**config.mk**
```make
export PLATFORM = sky130hd
export DESIGN_NAME = load_store_unit
export DESIGN_NICKNAME = d
export VERILOG_FILES = /design/src/rtl/load_store_unit.sv
export SDC_FILE = /design/constraint.sdc
export NUM_CORES = 1
export LEC_CHECK = 0
export ABC_AREA = 0
export ABC_CLOCK_PERIOD_IN_PS = 7200
export CORE_AREA = 5 5 133 135
export CTS_CLUSTER_DIAMETER = 30
export DETAILED_ROUTE_END_ITERATION = 8
export DIE_AREA = 0 0 138 140
export PLACE_DENSITY = 0.9
export SLEW_MARGIN = 10
export SYNTH_ARGS = -nofsm -noshare
export SYNTH_HDL_FRONTEND = slang
export SYNTH_SLANG_ARGS = --single-unit
export TNS_END_PERCENT = 30
```
**constraint.sdc**
```tcl
create_clock -name clk -period 7.2 [get_ports clk]
set_input_delay 2.16 -clock clk [delete_from_list [all_inputs] [get_ports clk]]
set_output_delay 2.16 -clock clk [all_outputs]
set_load 0.02 [all_outputs]
```
**src/rtl/load_store_unit.sv**
```systemverilog
// Handshaked load/store unit: byte-lane alignment, sign/zero extension and
// optional two-beat splitting of word-crossing accesses onto a valid/ready memory port.
module load_store_unit #(
  parameter int XLEN           = 32,
  parameter int ADDR_WIDTH     = 32,
  parameter bit MISALIGN_SPLIT = 1'b1
) (
  input  logic                  clk,
  input  logic                  reset_n,
  input  logic                  req_valid,
  output logic                  req_ready,
  input  logic                  req_we,
  input  logic [1:0]            req_size,
  input  logic                  req_signed,
  input  logic [ADDR_WIDTH-1:0] req_addr,
  input  logic [XLEN-1:0]       req_wdata,
  output logic                  rsp_valid,
  output logic [XLEN-1:0]       rsp_rdata,
  output logic                  rsp_err,
  output logic                  mem_req_valid,
  input  logic                  mem_req_ready,
  output logic                  mem_we,
  output logic [ADDR_WIDTH-1:0] mem_addr,
  output logic [XLEN/8-1:0]     mem_be,
  output logic [XLEN-1:0]       mem_wdata,
  input  logic                  mem_rsp_valid,
  input  logic [XLEN-1:0]       mem_rdata
);
  localparam int NB   = XLEN / 8;
  localparam int NB2  = 2 * NB;
  localparam int OFFW = $clog2(NB);

  localparam logic [2:0] S_IDLE  = 3'd0;
  localparam logic [2:0] S_REQ0  = 3'd1;
  localparam logic [2:0] S_WAIT0 = 3'd2;
  localparam logic [2:0] S_REQ1  = 3'd3;
  localparam logic [2:0] S_WAIT1 = 3'd4;
  localparam logic [2:0] S_RESP  = 3'd5;

  function automatic logic crosses(input logic [OFFW-1:0] off, input logic [1:0] size);
    return (5'(off) + (5'd1 << size)) > 5'(NB);
  endfunction

  logic [2:0]            state_q, state_d;
  logic                  we_q, sgn_q, err_q;
  logic [1:0]            size_q;
  logic [ADDR_WIDTH-1:0] addr_q;
  logic [XLEN-1:0]       wdata_q, rd0_q, rd1_q;

  logic                  accept, err_in, cross_w;
  logic [OFFW-1:0]       off_w;
  logic [3:0]            bytes_w;
  logic [NB2-1:0]        be_full;
  logic [2*XLEN-1:0]     wd_full;
  logic [ADDR_WIDTH-1:0] base_w;
  logic [XLEN-1:0]       asm_w, ext_w;

  assign accept = req_valid && (state_q == S_IDLE);
  // Decided from the live request so an error reaches RESP on the very next cycle.
  assign err_in = (req_size == 2'd3 && XLEN == 32) ||
                  (!MISALIGN_SPLIT && crosses(req_addr[OFFW-1:0], req_size));

  assign off_w   = addr_q[OFFW-1:0];
  assign bytes_w = 4'd1 << size_q;
  assign cross_w = crosses(off_w, size_q);
  assign base_w  = {addr_q[ADDR_WIDTH-1:OFFW], {OFFW{1'b0}}};
  // Low half of the shifted mask/data is beat 0, high half is beat 1.
  assign be_full = NB2'((9'd1 << bytes_w) - 9'd1) << off_w;
  assign wd_full = {{XLEN{1'b0}}, wdata_q} << {off_w, 3'b000};
  assign asm_w   = XLEN'({rd1_q, rd0_q} >> {off_w, 3'b000});

  always_comb begin
    logic topbit;
    topbit = 1'b0;
    ext_w  = '0;
    for (int i = 0; i < NB; i++)
      if (i == int'(bytes_w) - 1) topbit = asm_w[8*i+7];
    for (int i = 0; i < NB; i++)
      ext_w[8*i +: 8] = (i < int'(bytes_w)) ? asm_w[8*i +: 8] : {8{sgn_q & topbit}};
  end

  always_comb begin
    state_d = state_q;
    case (state_q)
      S_IDLE:  if (req_valid)     state_d = err_in ? S_RESP : S_REQ0;
      S_REQ0:  if (mem_req_ready) state_d = S_WAIT0;
      S_WAIT0: if (mem_rsp_valid) state_d = cross_w ? S_REQ1 : S_RESP;
      S_REQ1:  if (mem_req_ready) state_d = S_WAIT1;
      S_WAIT1: if (mem_rsp_valid) state_d = S_RESP;
      default: state_d = S_IDLE;
    endcase
  end

  always_ff @(posedge clk or negedge reset_n) begin
    if (!reset_n) begin
      state_q <= S_IDLE;
      we_q    <= 1'b0;
      sgn_q   <= 1'b0;
      err_q   <= 1'b0;
      size_q  <= 2'd0;
      addr_q  <= '0;
      wdata_q <= '0;
      rd0_q   <= '0;
      rd1_q   <= '0;
    end else begin
      state_q <= state_d;
      if (accept) begin
        we_q    <= req_we;
        sgn_q   <= req_signed;
        err_q   <= err_in;
        size_q  <= req_size;
        addr_q  <= req_addr;
        wdata_q <= req_wdata;
      end
      if (state_q == S_WAIT0 && mem_rsp_valid) rd0_q <= mem_rdata;
      if (state_q == S_WAIT1 && mem_rsp_valid) rd1_q <= mem_rdata;
    end
  end

  assign req_ready     = (state_q == S_IDLE);
  assign mem_req_valid = (state_q == S_REQ0) || (state_q == S_REQ1);
  assign mem_we        = mem_req_valid && we_q;
  assign mem_addr      = (state_q == S_REQ1) ? base_w + ADDR_WIDTH'(NB) :
                         (state_q == S_REQ0) ? base_w : '0;
  assign mem_be        = (state_q == S_REQ1) ? be_full[NB2-1:NB] :
                         (state_q == S_REQ0) ? be_full[NB-1:0] : '0;
  assign mem_wdata     = (state_q == S_REQ1) ? wd_full[2*XLEN-1:XLEN] :
                         (state_q == S_REQ0) ? wd_full[XLEN-1:0] : '0;
  assign rsp_valid     = (state_q == S_RESP);
  assign rsp_err       = rsp_valid && err_q;
  assign rsp_rdata     = (rsp_valid && !we_q && !err_q) ? ext_w : '0;

endmodule

```
# Word-level counts from Yosys, hierarchy flattened
# Cells that the tools add are included.
dict set report word_totals {
  elab_cells 75
  in_bits 105
  out_inout_bits 105
  reg_bits 136
}
dict set report op_classes {
  reduce_logical 13
  shifts 6
  n_addsub 4
  n_eq_ne 14
  n_lt_le_gt_ge 5
  bitwise_logic 1
  mux 23
}
# cell count
set ops {}
lappend ops {{$mux W32} 5}
lappend ops {{$shl A32 B5 Y64} 1}
lappend ops {{$shr A64 B5 Y32} 1}
lappend ops {{$add A32 B3 Y32 const B} 1}
lappend ops {{$logic_not A32 Y1} 1}
lappend ops {{$mux W8} 4}
lappend ops {{$mux W3} 7}
lappend ops {{$pmux W3 S5} 1}
lappend ops {{$eq A3 B5 Y1 const A} 2}
lappend ops {{$ne A2 B2 Y1 const B} 5}
lappend ops {{$lt A1 B4 Y1 const A} 2}
lappend ops {{$lt A2 B4 Y1 const A} 2}
lappend ops {{$mux W4} 2}
lappend ops {{$shl A1 B4 Y8 const A} 1}
lappend ops {{$shl A8 B2 Y8} 1}
lappend ops {{$sub A8 B1 Y8 const B} 1}
lappend ops {{$logic_and A1 B1 Y1} 7}
lappend ops {{$eq A3 B2 Y1 const B} 2}
lappend ops {{$eq A3 B3 Y1 const B} 2}
lappend ops {{$add A2 B5 Y5} 1}
lappend ops {{$eq A2 B5 Y1 const A} 1}
lappend ops {{$gt A5 B3 Y1 const B} 1}
lappend ops {{$reduce_and A5 Y1} 1}
lappend ops {{$shl A1 B2 Y5 const A} 1}
lappend ops {{9 further kinds} 13}

# Longest topological paths before layout
# Gate-level depths: netlist of run 1.
dict set report depth {
  depth_word 10
  ltp_mapped 10
  depth_no_buf 9
}

# Worst setup path after synthesis of run 1
# OpenSTA, ideal clock, no wires.
dict set report synth_path {
  path_kind {reg-to-output}
  startpoint {register size_q[0]}
  endpoint {output port mem_be[0]}
  path_slack_ns 3.066
  t_arrival_ns 1.974
  t_required_ns 5.040
  path_buffers 1
  path_stages_with_launch 8
  cell_sequence {dfrtp_1 -> buf_2 -> nor2_2 -> inv_1 -> ha_1 -> nand3_1 -> o21ai_0 -> o32ai_1}
}
dict set report synth_via {
  elab_chain_cells 6
}
# item line
set synth_lines {}
lappend synth_lines {{start: declaration} 46} ;# logic [1:0] size_q;
lappend synth_lines {{start signal: assignment} 111} ;# size_q <= req_size;
lappend synth_lines {{$shl A1 B2 Y4 (*)} 64} ;# assign bytes_w = 4'd1 << size_q;
lappend synth_lines {{$shl A1 B4 Y8 (*)} 68} ;# assign be_full = NB2'((9'd1 << bytes_w) - 9'd1) << off_w;
lappend synth_lines {{$sub A8 B1 Y8 (*)} 68}
lappend synth_lines {{$shl A8 B2 Y8 (*)} 68}
lappend synth_lines {{$mux W4} 126} ;# (state_q == S_REQ0) ? be_full[NB-1:0] : '0;
lappend synth_lines {{$mux W4 (*)} 125} ;# assign mem_be = (state_q == S_REQ1) ? be_full[NB2-1:NB] :
lappend synth_lines {{end: declaration} 24} ;# output logic [XLEN/8-1:0] mem_be,
# Every way passes the cells marked *; elsewhere a longest branch is shown, timed or not.

# Worst setup path in the final report of run 1
dict set report layout_path {
  startpoint {register addr_q[1]}
  endpoint {output port mem_wdata[17]}
}
dict set report layout_via {
  elab_chain_cells 3
}
# item line
set layout_lines {}
lappend layout_lines {{start: declaration} 47} ;# logic [ADDR_WIDTH-1:0] addr_q;
lappend layout_lines {{start signal: assignment} 112} ;# addr_q <= req_addr;
lappend layout_lines {{$shl A32 B5 Y64 (*)} 69} ;# assign wd_full = {{XLEN{1'b0}}, wdata_q} << {off_w, 3'b000};
lappend layout_lines {{$mux W32} 128} ;# (state_q == S_REQ0) ? wd_full[XLEN-1:0] : '0;
lappend layout_lines {{$mux W32 (*)} 127} ;# assign mem_wdata = (state_q == S_REQ1) ? wd_full[2*XLEN-1:XLEN] :
lappend layout_lines {{end: declaration} 25} ;# output logic [XLEN-1:0] mem_wdata,
# Marks and branches as above.

==> tab_implementation.tex, run 1 <==
\begin{tabular}{lr}
\hline
Metric & Value \\
\hline
\multicolumn{2}{l}{\textbf{Outcome}} \\
Status & complete, no violations \\
\multicolumn{2}{l}{\textbf{Layout}} \\
Filler instances & roughly 1,300 \\
Number of nets in the layout & 1,032 \\
Area growth, synth to finish & 32.39\% \\
Most frequent cells in the layout & 206 x clkdlybuf4s50\_1, 126 x dfrtp\_1, 102 x mux2\_1, 83 x nand2\_1, 49 x nor2\_1 \\
Antenna diodes & 0 \\
Ratio of cells with drive above 1 in the final layout & 12.21\% \\
Seq. cell area & 3211 um\^{}2 \\
Area used by multi-input combinational logic & 4552 um\^{}2 \\
Most common cell after layout, fill and taps aside & clkdlybuf4s50\_1 \\
Final core occ & approximately 66\% \\
\multicolumn{2}{l}{\textbf{GRT}} \\
Pin count of the biggest net entering global routing & 80 \\
Total overflow reported by the global router & 0 \\
Vias in the first global route & 6,923 \\
Total track usage & 24.02\% \\
First-pass GRT wire length & 37.76 mm \\
Antenna violations before repair & 0 \\
\multicolumn{2}{l}{\textbf{Clock tree}} \\
Max Buffers Root-to-Sink & 2 \\
Post-cts hold buffer count & 0 \\
Root cell of the clock tree & clkbuf\_16 \\
Clk sink count & 128 \\
Clock H-tree levels & 4 \\
Post-CTS sizing & 0 \\
Clock latency on the worst-skew pair & 0.42 ns \\
Post-CTS setup buffer count & 0 \\
Clock Pin Slew Worst Setup and Hold Paths & approximately 0.060 ns \\
Cts bufs inserted & 17 \\
Clock tree from TritonCTS & yes \\
\multicolumn{2}{l}{\textbf{Drt}} \\
Number of vias after detailed routing & roughly 6,800 \\
Number of DRC markers after the initial detailed-route iteration & 366 \\
Routed wire length & 23.17 mm \\
Wirelength per Cell & 20.07 um \\
Routed vias/inst & 5.926 \\
Remaining number of nets flagged by the antenna check after routing & 0 \\
Length of the first detailed-routing pass in iterations & 5 \\
Number of remaining DRC errors & 0 \\
\multicolumn{2}{l}{\textbf{Floorplanning}} \\
Starting utilization of the core area & 49.95\% \\
Y dimension of the die & 140 um \\
Placement row count & between 40 and 50 \\
Chip Width & $\sim$140 um \\
Top Ports & 210 \\
Core region area & between 15,000 and 20,000 um\^{}2 \\
Area of the die & 19,320 um\^{}2 \\
\multicolumn{2}{l}{\textbf{Power and ir drop}} \\
Static power due to leakage & 4.364 nW \\
Post-layout power & 4.843 mW \\
IR drop worst, VDD & $\sim$0.00027 V \\
Total power per unit cell area & 448.0 nW/um\^{}2 \\
\multicolumn{2}{l}{\textbf{Synth}} \\
Complex-gate fraction of the synthesized area & 10.33\% \\
Main combinational cell family by area after synthesis & multiplexers \\
YS warnings & 0 \\
Simple-gate area share of the yosys netlist & 14.25\% \\
Syn avg cell area & 10.92 um\^{}2 \\
Unique cell type count in the Yosys netlist & 65 \\
Flip-flop cell with the highest count after synthesis & dfrtp\_1 \\
Async set-reset flop share out of synthesis & 100.0\% \\
Synthesized-area fraction occupied by adder cells & less than 1\% \\
Multiplexer area fraction after synthesis & 28.92\% \\
Number of instances in the synthesized netlist & $\sim$750 \\
Count of state elements after synthesis & 128 \\
Total standard cell area after synthesis & just over 8000 um\^{}2 \\
EDFF count, synth & 0 \\
Seq/Total Area, Yosys & 39.23\% \\
Xor and xnor fraction of the mapped netlist area & 1.287\% \\
\multicolumn{2}{l}{\textbf{Worst setup path}} \\
Setup crit end kind & output port \\
Highest cell delay on the worst timing path & 1.06 ns \\
Cell-by-cell listing of the critical path & nand3\_1, nor2\_2, a22o\_1, clkdlybuf4s50\_1 \\
Critical Path Slowest Stage Cell & dfrtp\_4 \\
Startpoint-to-endpoint class of the critical path & reg -> out \\
Required time of the critical path & 5.04 ns \\
Start point of the critical path & addr\_q[1] \\
Data arrival time at the worst-slack endpoint & 3.52 ns \\
Worst reg2reg startpoint & addr\_q[1] \\
CP Launch Type & flop \\
Worst-path maximum fanout & 70 \\
\multicolumn{2}{l}{\textbf{Timing}} \\
Period utilisation layout & 78.94\% \\
Final setup vio count & 0 \\
Least setup slack across all paths after layout & 1.517 ns \\
Largest clock skew in the final design & 0.007686 ns \\
Least-Margin Pin Slew & 1.022 ns \\
RSZ-0062 raised after global routing & false \\
Final count of pins violating max slew & 0 \\
Min cycle time layout & 5.683 ns \\
Total Negative Setup Slacks & 0 ns \\
Highest achievable clock rate & between 150 and 200 MHz \\
Tightest slew margin relative to the limit & 31.86\% \\
Final hold violations & 0 \\
\multicolumn{2}{l}{\textbf{Hold path}} \\
Hold wc startpoint & rd1\_q[22] \\
Path category of the worst min-delay check & reg -> reg \\
\multicolumn{2}{l}{\textbf{Placed design}} \\
Detailed Place HPWL & 16.37 mm \\
Worst-case setup slack after placement & 2.000 ns \\
Placer Congestion & 0.8783 \\
PortBufs & roughly 210 \\
\multicolumn{2}{l}{\textbf{Job}} \\
Max capacitance violation total & 0 \\
\hline
\end{tabular}
## cell families (layout without fill, tap and decap cells)
family / after synthesis / in the layout
AND/OR/NAND/NOR: 229 / 229
multiplexers: 185 / 185
adder cells (fa/ha/maj): 5 / 5
XOR/XNOR: 12 / 12
AO/OA/AOI/OAI: 114 / 114
flip-flops: 128 / 128
other: 1 / 2
buffers and inverters: 74 / 259
## final cells by class
class / instances / share of cell area [%]
Inverter: 15 / 0.5208
Sequential cell: 128 / 29.70
Clock buffer: 20 / 4.132
Multi-Input combinational cell: 547 / 42.11
Tap cell: 220 / 2.546
Timing Repair Buffer: 213 / 19.56
Clock inverter: 11 / 1.435
## Yosys cell counts, drive strengths merged (12+ instances only)
| master | number | area share [%] |
|---|---|---|
| a21oi | 15 | 0.92 |
| and2 | 12 | 0.92 |
| buf | 49 | 4.0 |
| dfrtp | 128 | 39 |
| inv | 15 | 0.69 |
| mux2 | 117 | 16 |
| mux2i | 39 | 4.8 |
| mux4 | 29 | 8.0 |
| nand2 | 84 | 3.9 |
| nand3 | 23 | 1.5 |
| nor2 | 53 | 2.6 |
| o21ai | 28 | 1.7 |
## power by group
| part | leakage, nW | total, mW | internal, mW | switching [mW] |
|---|---|---|---|---|
| Combinational | 2.54 | 2.30 | 1.21 | 1.09 |
| Sequential | 1.53 | 1.66 | 1.08 | 0.572 |
| Clock | 0.291 | 0.889 | 0.556 | 0.333 |
## through the flow
stage / hold slack [ns] / cell area [um^2] / std cells
floorplan: 0.4526 / 8169 / 749
global placement: 0.4654 / 10210 / 1123
detailed placement: 0.4732 / 10210 / 1123
CTS: 0.4863 / 10810 / 1154
global route: 0.5017 / 10810 / 1154
finish: 0.4825 / 10810 / 1154
## state kept, by name (all words and copies together) (netlist names)
name	cells
addr_q	32
rd0_q	32
wdata_q	32
rd1_q	24
state_q	3
size_q	2
err_q	1
sgn_q	1
we_q	1
## per-layer routing
layer | vias up | global-route usage, % | part of all wire (%)
met5 | - | 0 | 0
met4 | 0 | 10.40 | 3.7
met3 | 66 | 5.794 | 6.5
met2 | 291 | 39.00 | 49
met1 | 3380 | 30.86 | 41
li1 | 3102 | - | -
## worst max-delay path, delay by kind of cell (launching register included)
family | cells | cell delay (ns)
simple gates | 2 | 1.16
flops | 1 | 1.06
buf+inv | 1 | 0.62
compound gates | 1 | 0.25
## path summary, 6_finish.rpt
path,endpoint,slack [ns],cells past startpoint
max,mem_wdata[17],1.52,4
min,rd1_q[22],0.48,1
max reg2reg,state_q[2],3.94,7
min reg2reg,rd1_q[22],0.48,1
max in group asynchronous,addr_q[1],4.45,2
min in group asynchronous,rd0_q[28],1.68,1
Note: power is estimated with default switching activity, not from simulation.
==> run 2: changes to the inputs <==
Settings changed: ABC_CLOCK_PERIOD_IN_PS 7200 to 5600, CORE_AREA 5 5 133 135 to 5 5 134 136, DIE_AREA 0 0 138 140 to 0 0 139 141, PLACE_DENSITY 0.9 to 0.89.
Clock period 7.2 ns to 5.6 ns, I/O delays scaled along.
==> run 2 against run 1 <==
Compared with the run above: via count down 1.4%; non-clock buffer count is 3 higher; clock skew up 0.0061 ns; sequential share of layout area barely moved; setup slack got worse by 1.0 ns; die area increased by 1.4%; sequential power up 23%; clock-buffer cell count decreased by 3; flip-flop and latch count stayed put; first-iteration DRC count fell by 0.82%; critical endpoint is now rsp_rdata[21]; largest cell class unchanged; highest routed layer unchanged.
==> tab_implementation.tex, run 2 (synthesized netlist as in run 1, its figures left out) <==
\begin{tabular}{lr}
\hline
Metric & Value \\
\hline
\multicolumn{2}{l}{\textbf{Clock tree}} \\
Post-CTS sizing & 0 (unchanged) \\
Post-cts hold buffer count & 0 (unchanged) \\
Root cell of the clock tree & clkbuf\_16 \\
Post-CTS setup buffer count & 0 (unchanged) \\
Clock latency on the worst-skew pair & 0.42 ns (about the same) \\
Cts bufs inserted & 17 (unchanged) \\
Clock Pin Slew Worst Setup and Hold Paths & 0.06 ns (about the same) \\
Clock tree from TritonCTS & yes \\
Clock H-tree levels & 4 (unchanged) \\
Max Buffers Root-to-Sink & 2 (unchanged) \\
Clk sink count & 128 (unchanged) \\
\multicolumn{2}{l}{\textbf{Power and ir drop}} \\
Sequential Power Share & 33.2\% (-1.0 points) \\
Post-layout power & 6.174 mW (+27\%) \\
Static power due to leakage & 4.365 nW (about the same) \\
Net Sw Frac & 42.01\% (+0.87 points) \\
IR drop worst, VDD & 0.0003256 V (+21\%) \\
Internal power consumption & 3.580 mW (+26\%) \\
Net switching power of the design & 2.594 mW (+30\%) \\
Total power per unit cell area & 571.1 nW/um\^{}2 (+27\%) \\
Clk network pwr share & 17.5\% (-0.9 points) \\
Combinational share of power & 49.3\% (+1.8 points) \\
\multicolumn{2}{l}{\textbf{GRT}} \\
M1 GR Usage & 31.69\% (+0.83 points) \\
Grt peak-use layer & met2 \\
Total track usage & 23.92\% (-0.10 points) \\
Global routing usage on met3 & 5.122\% (-0.67 points) \\
Global-route met2 utilization & 38.53\% (-0.47 points) \\
Antenna violations before repair & 0 (unchanged) \\
First-pass GRT wire length & 37.71 mm (-0.13\%) \\
Total overflow reported by the global router & 0 (unchanged) \\
Vias in the first global route & 6,827 (-1.4\%) \\
Pin count of the biggest net entering global routing & 80 (unchanged) \\
\multicolumn{2}{l}{\textbf{Placed design}} \\
Number of placed instances, taps included & 1,131 (+0.71\%) \\
PortBufs & 207 (unchanged) \\
Placer Congestion & 0.8350 (-4.9\%) \\
Detailed Place HPWL & 16.54 mm (+1.0\%) \\
\multicolumn{2}{l}{\textbf{Layout}} \\
Antenna diodes & 0 (unchanged) \\
Registers with the most flip-flops & addr\_q x32, rd0\_q x32, wdata\_q x32 \\
Area growth, synth to finish & 32.41\% (about the same) \\
Non-filler cells in the finished layout & 1,163 (+0.78\%) \\
Final core occ & 64.29\% (-1.8 points) \\
Number of nets in the layout & 1,035 (+0.29\%) \\
Most frequent cells in the layout & 206 x clkdlybuf4s50\_1, 126 x dfrtp\_1, 102 x mux2\_1, 83 x nand2\_1, 49 x nor2\_1 \\
Most common cell after layout, fill and taps aside & clkdlybuf4s50\_1 \\
Ratio of cells with drive above 1 in the final layout & 12.79\% (+0.59 points) \\
Filler instances & 1,316 (+3.6\%) \\
\multicolumn{2}{l}{\textbf{Drt}} \\
Wirelength per Cell & 19.86 um (-1.1\%) \\
Routed vias/inst & 5.801 (-2.1\%) \\
Number of DRC markers after the initial detailed-route iteration & 363 (-0.82\%) \\
Number of remaining DRC errors & 0 (unchanged) \\
Number of vias after detailed routing & 6,746 (-1.4\%) \\
Remaining number of nets flagged by the antenna check after routing & 0 (unchanged) \\
Routed wire length & 23.10 mm (-0.28\%) \\
Length of the first detailed-routing pass in iterations & 5 (unchanged) \\
\multicolumn{2}{l}{\textbf{Worst setup path}} \\
Buffer and inverter count on the worst path & 1 (unchanged) \\
Cell-by-cell listing of the critical path & nor2\_2, ha\_1, nor2\_1, nor3\_2, nand2\_1, nand2\_1, clkdlybuf4s50\_1 \\
Top Family by Delay on Critical Path & simple AND/OR/NAND/NOR gates \\
Most numerous cell on the critical path & nand2\_1 \\
Data arrival time at the worst-slack endpoint & 3.43 ns (-0.09 ns) \\
Setup crit end kind & output port \\
Startpoint-to-endpoint class of the critical path & reg -> out \\
Critical Path Slowest Stage Cell & dfrtp\_1 \\
CP Launch Type & flop \\
Required time of the critical path & 3.92 ns (-1.12 ns) \\
Worst-path maximum fanout & 19 (-73\%) \\
Highest cell delay on the worst timing path & 0.65 ns (-0.41 ns) \\
\multicolumn{2}{l}{\textbf{Timing}} \\
RSZ-0062 raised after global routing & false \\
Least-Margin Pin Slew & 1.036 ns (+0.01386 ns) \\
Period utilisation layout & 91.29\% \\
Min cycle time layout & 5.112 ns \\
Largest clock skew in the final design & 0.01381 ns (+0.006120 ns) \\
Final setup vio count & 0 (unchanged) \\
Total Negative Setup Slacks & 0 ns (unchanged) \\
Highest achievable clock rate & 195.6 MHz \\
Hold slack final & 0.4832 ns (+0.0006900 ns) \\
Final count of pins violating max slew & 0 (unchanged) \\
Tightest slew margin relative to the limit & 30.94\% (-0.92 points) \\
Final hold violations & 0 (unchanged) \\
\multicolumn{2}{l}{\textbf{Floorplanning}} \\
Y dimension of the die & 141 um (+0.71\%) \\
Placement row count & 48 (+2.1\%) \\
Starting utilization of the core area & 48.56\% (-1.4 points) \\
Top Ports & 210 (unchanged) \\
Area of the die & 19,600 um\^{}2 (+1.4\%) \\
Core region area & 16,820 um\^{}2 (+2.9\%) \\
Chip Width & 139 um (+0.72\%) \\
\multicolumn{2}{l}{\textbf{Hold path}} \\
Path category of the worst min-delay check & reg -> reg \\
\multicolumn{2}{l}{\textbf{Job}} \\
Max capacitance violation total & 0 (unchanged) \\
\multicolumn{2}{l}{\textbf{Outcome}} \\
Status & complete, no violations \\
\hline
\end{tabular}
## run 2: cell count changes in the layout (fill, tap and decap cells not counted), sizes merged
cell and delta:
buf +3, bufinv -2, clkbuf -3, clkinv +1, clkinvlp +1, inv +4
## run 2: worst reg2reg max path: cells and delay by family (launching register included)
family	cells	cell delay [ns]
flip-flops	1	0.87
buffers and inverters	1	0.44
XOR/XNOR	1	0.25
AO/OA/AOI/OAI	3	0.54
adder cells (fa/ha/maj)	1	0.34
AND/OR/NAND/NOR	1	0.48
## run 2: metrics by stage
| stage | setup WS [ns] | instance area, um^2 |
|---|---|---|
| final | 0.4876 | 10810 |
| after global routing | 0.3229 | 10810 |
| after CTS | 0.4562 | 10810 |
| after detailed placement | 0.9871 | 10240 |
| after global placement | 0.9973 | 10240 |
| after floorplan | 1.946 | 8169 |
## run 2: power by group through the flow
stage          Combinational, mW  Clock, mW  Sequential, mW
2_1_floorplan               2.38          0            1.69
3_3_place_gp                2.96          0            2.00
3_5_place_dp                3.04          0            2.05
4_1_cts                     3.06       1.10            2.04
5_1_grt                     3.31       1.14            2.14
6_report                    3.04       1.08            2.05
## run 2: worst paths after layout
kind,from,to,slack [ns],depth (start not counted)
setup / recovery,size_q[1],rsp_rdata[21],0.49,7
hold reg to reg,rd1_q[21],rd1_q[21],0.48,1
min in group asynchronous,reset_n,rd0_q[14],1.41,1
max in group asynchronous,reset_n,wdata_q[30],3.19,2
hold / removal,rd1_q[21],rd1_q[21],0.48,1
setup reg to reg,addr_q[1],state_q[2],2.60,7
## run 2: cell type report
class / count / area [um^2] / share of cell area, %
inverter: 15 / 56.30 / 0.5208
clock buffer: 17 / 425.4 / 3.935
tap: 225 / 281.5 / 2.604
multi-input combinational: 547 / 4552 / 42.10
sequential: 128 / 3211 / 29.70
clock inverter: 15 / 148.9 / 1.377
timing repair buffer: 216 / 2137 / 19.77
## run 2: layer usage
metal	wire [um]	vias up
met1	10030	3368
li1	-	3118
met2	10980	212
met5	0	-
met3	1311	48
met4	774	0
==> run 3: changes to the inputs <==
Settings changed: SETUP_SLACK_MARGIN from default to 0.05.
==> results of run 3 <==
Final layout, timing and power as in run 2 (identical DEF).
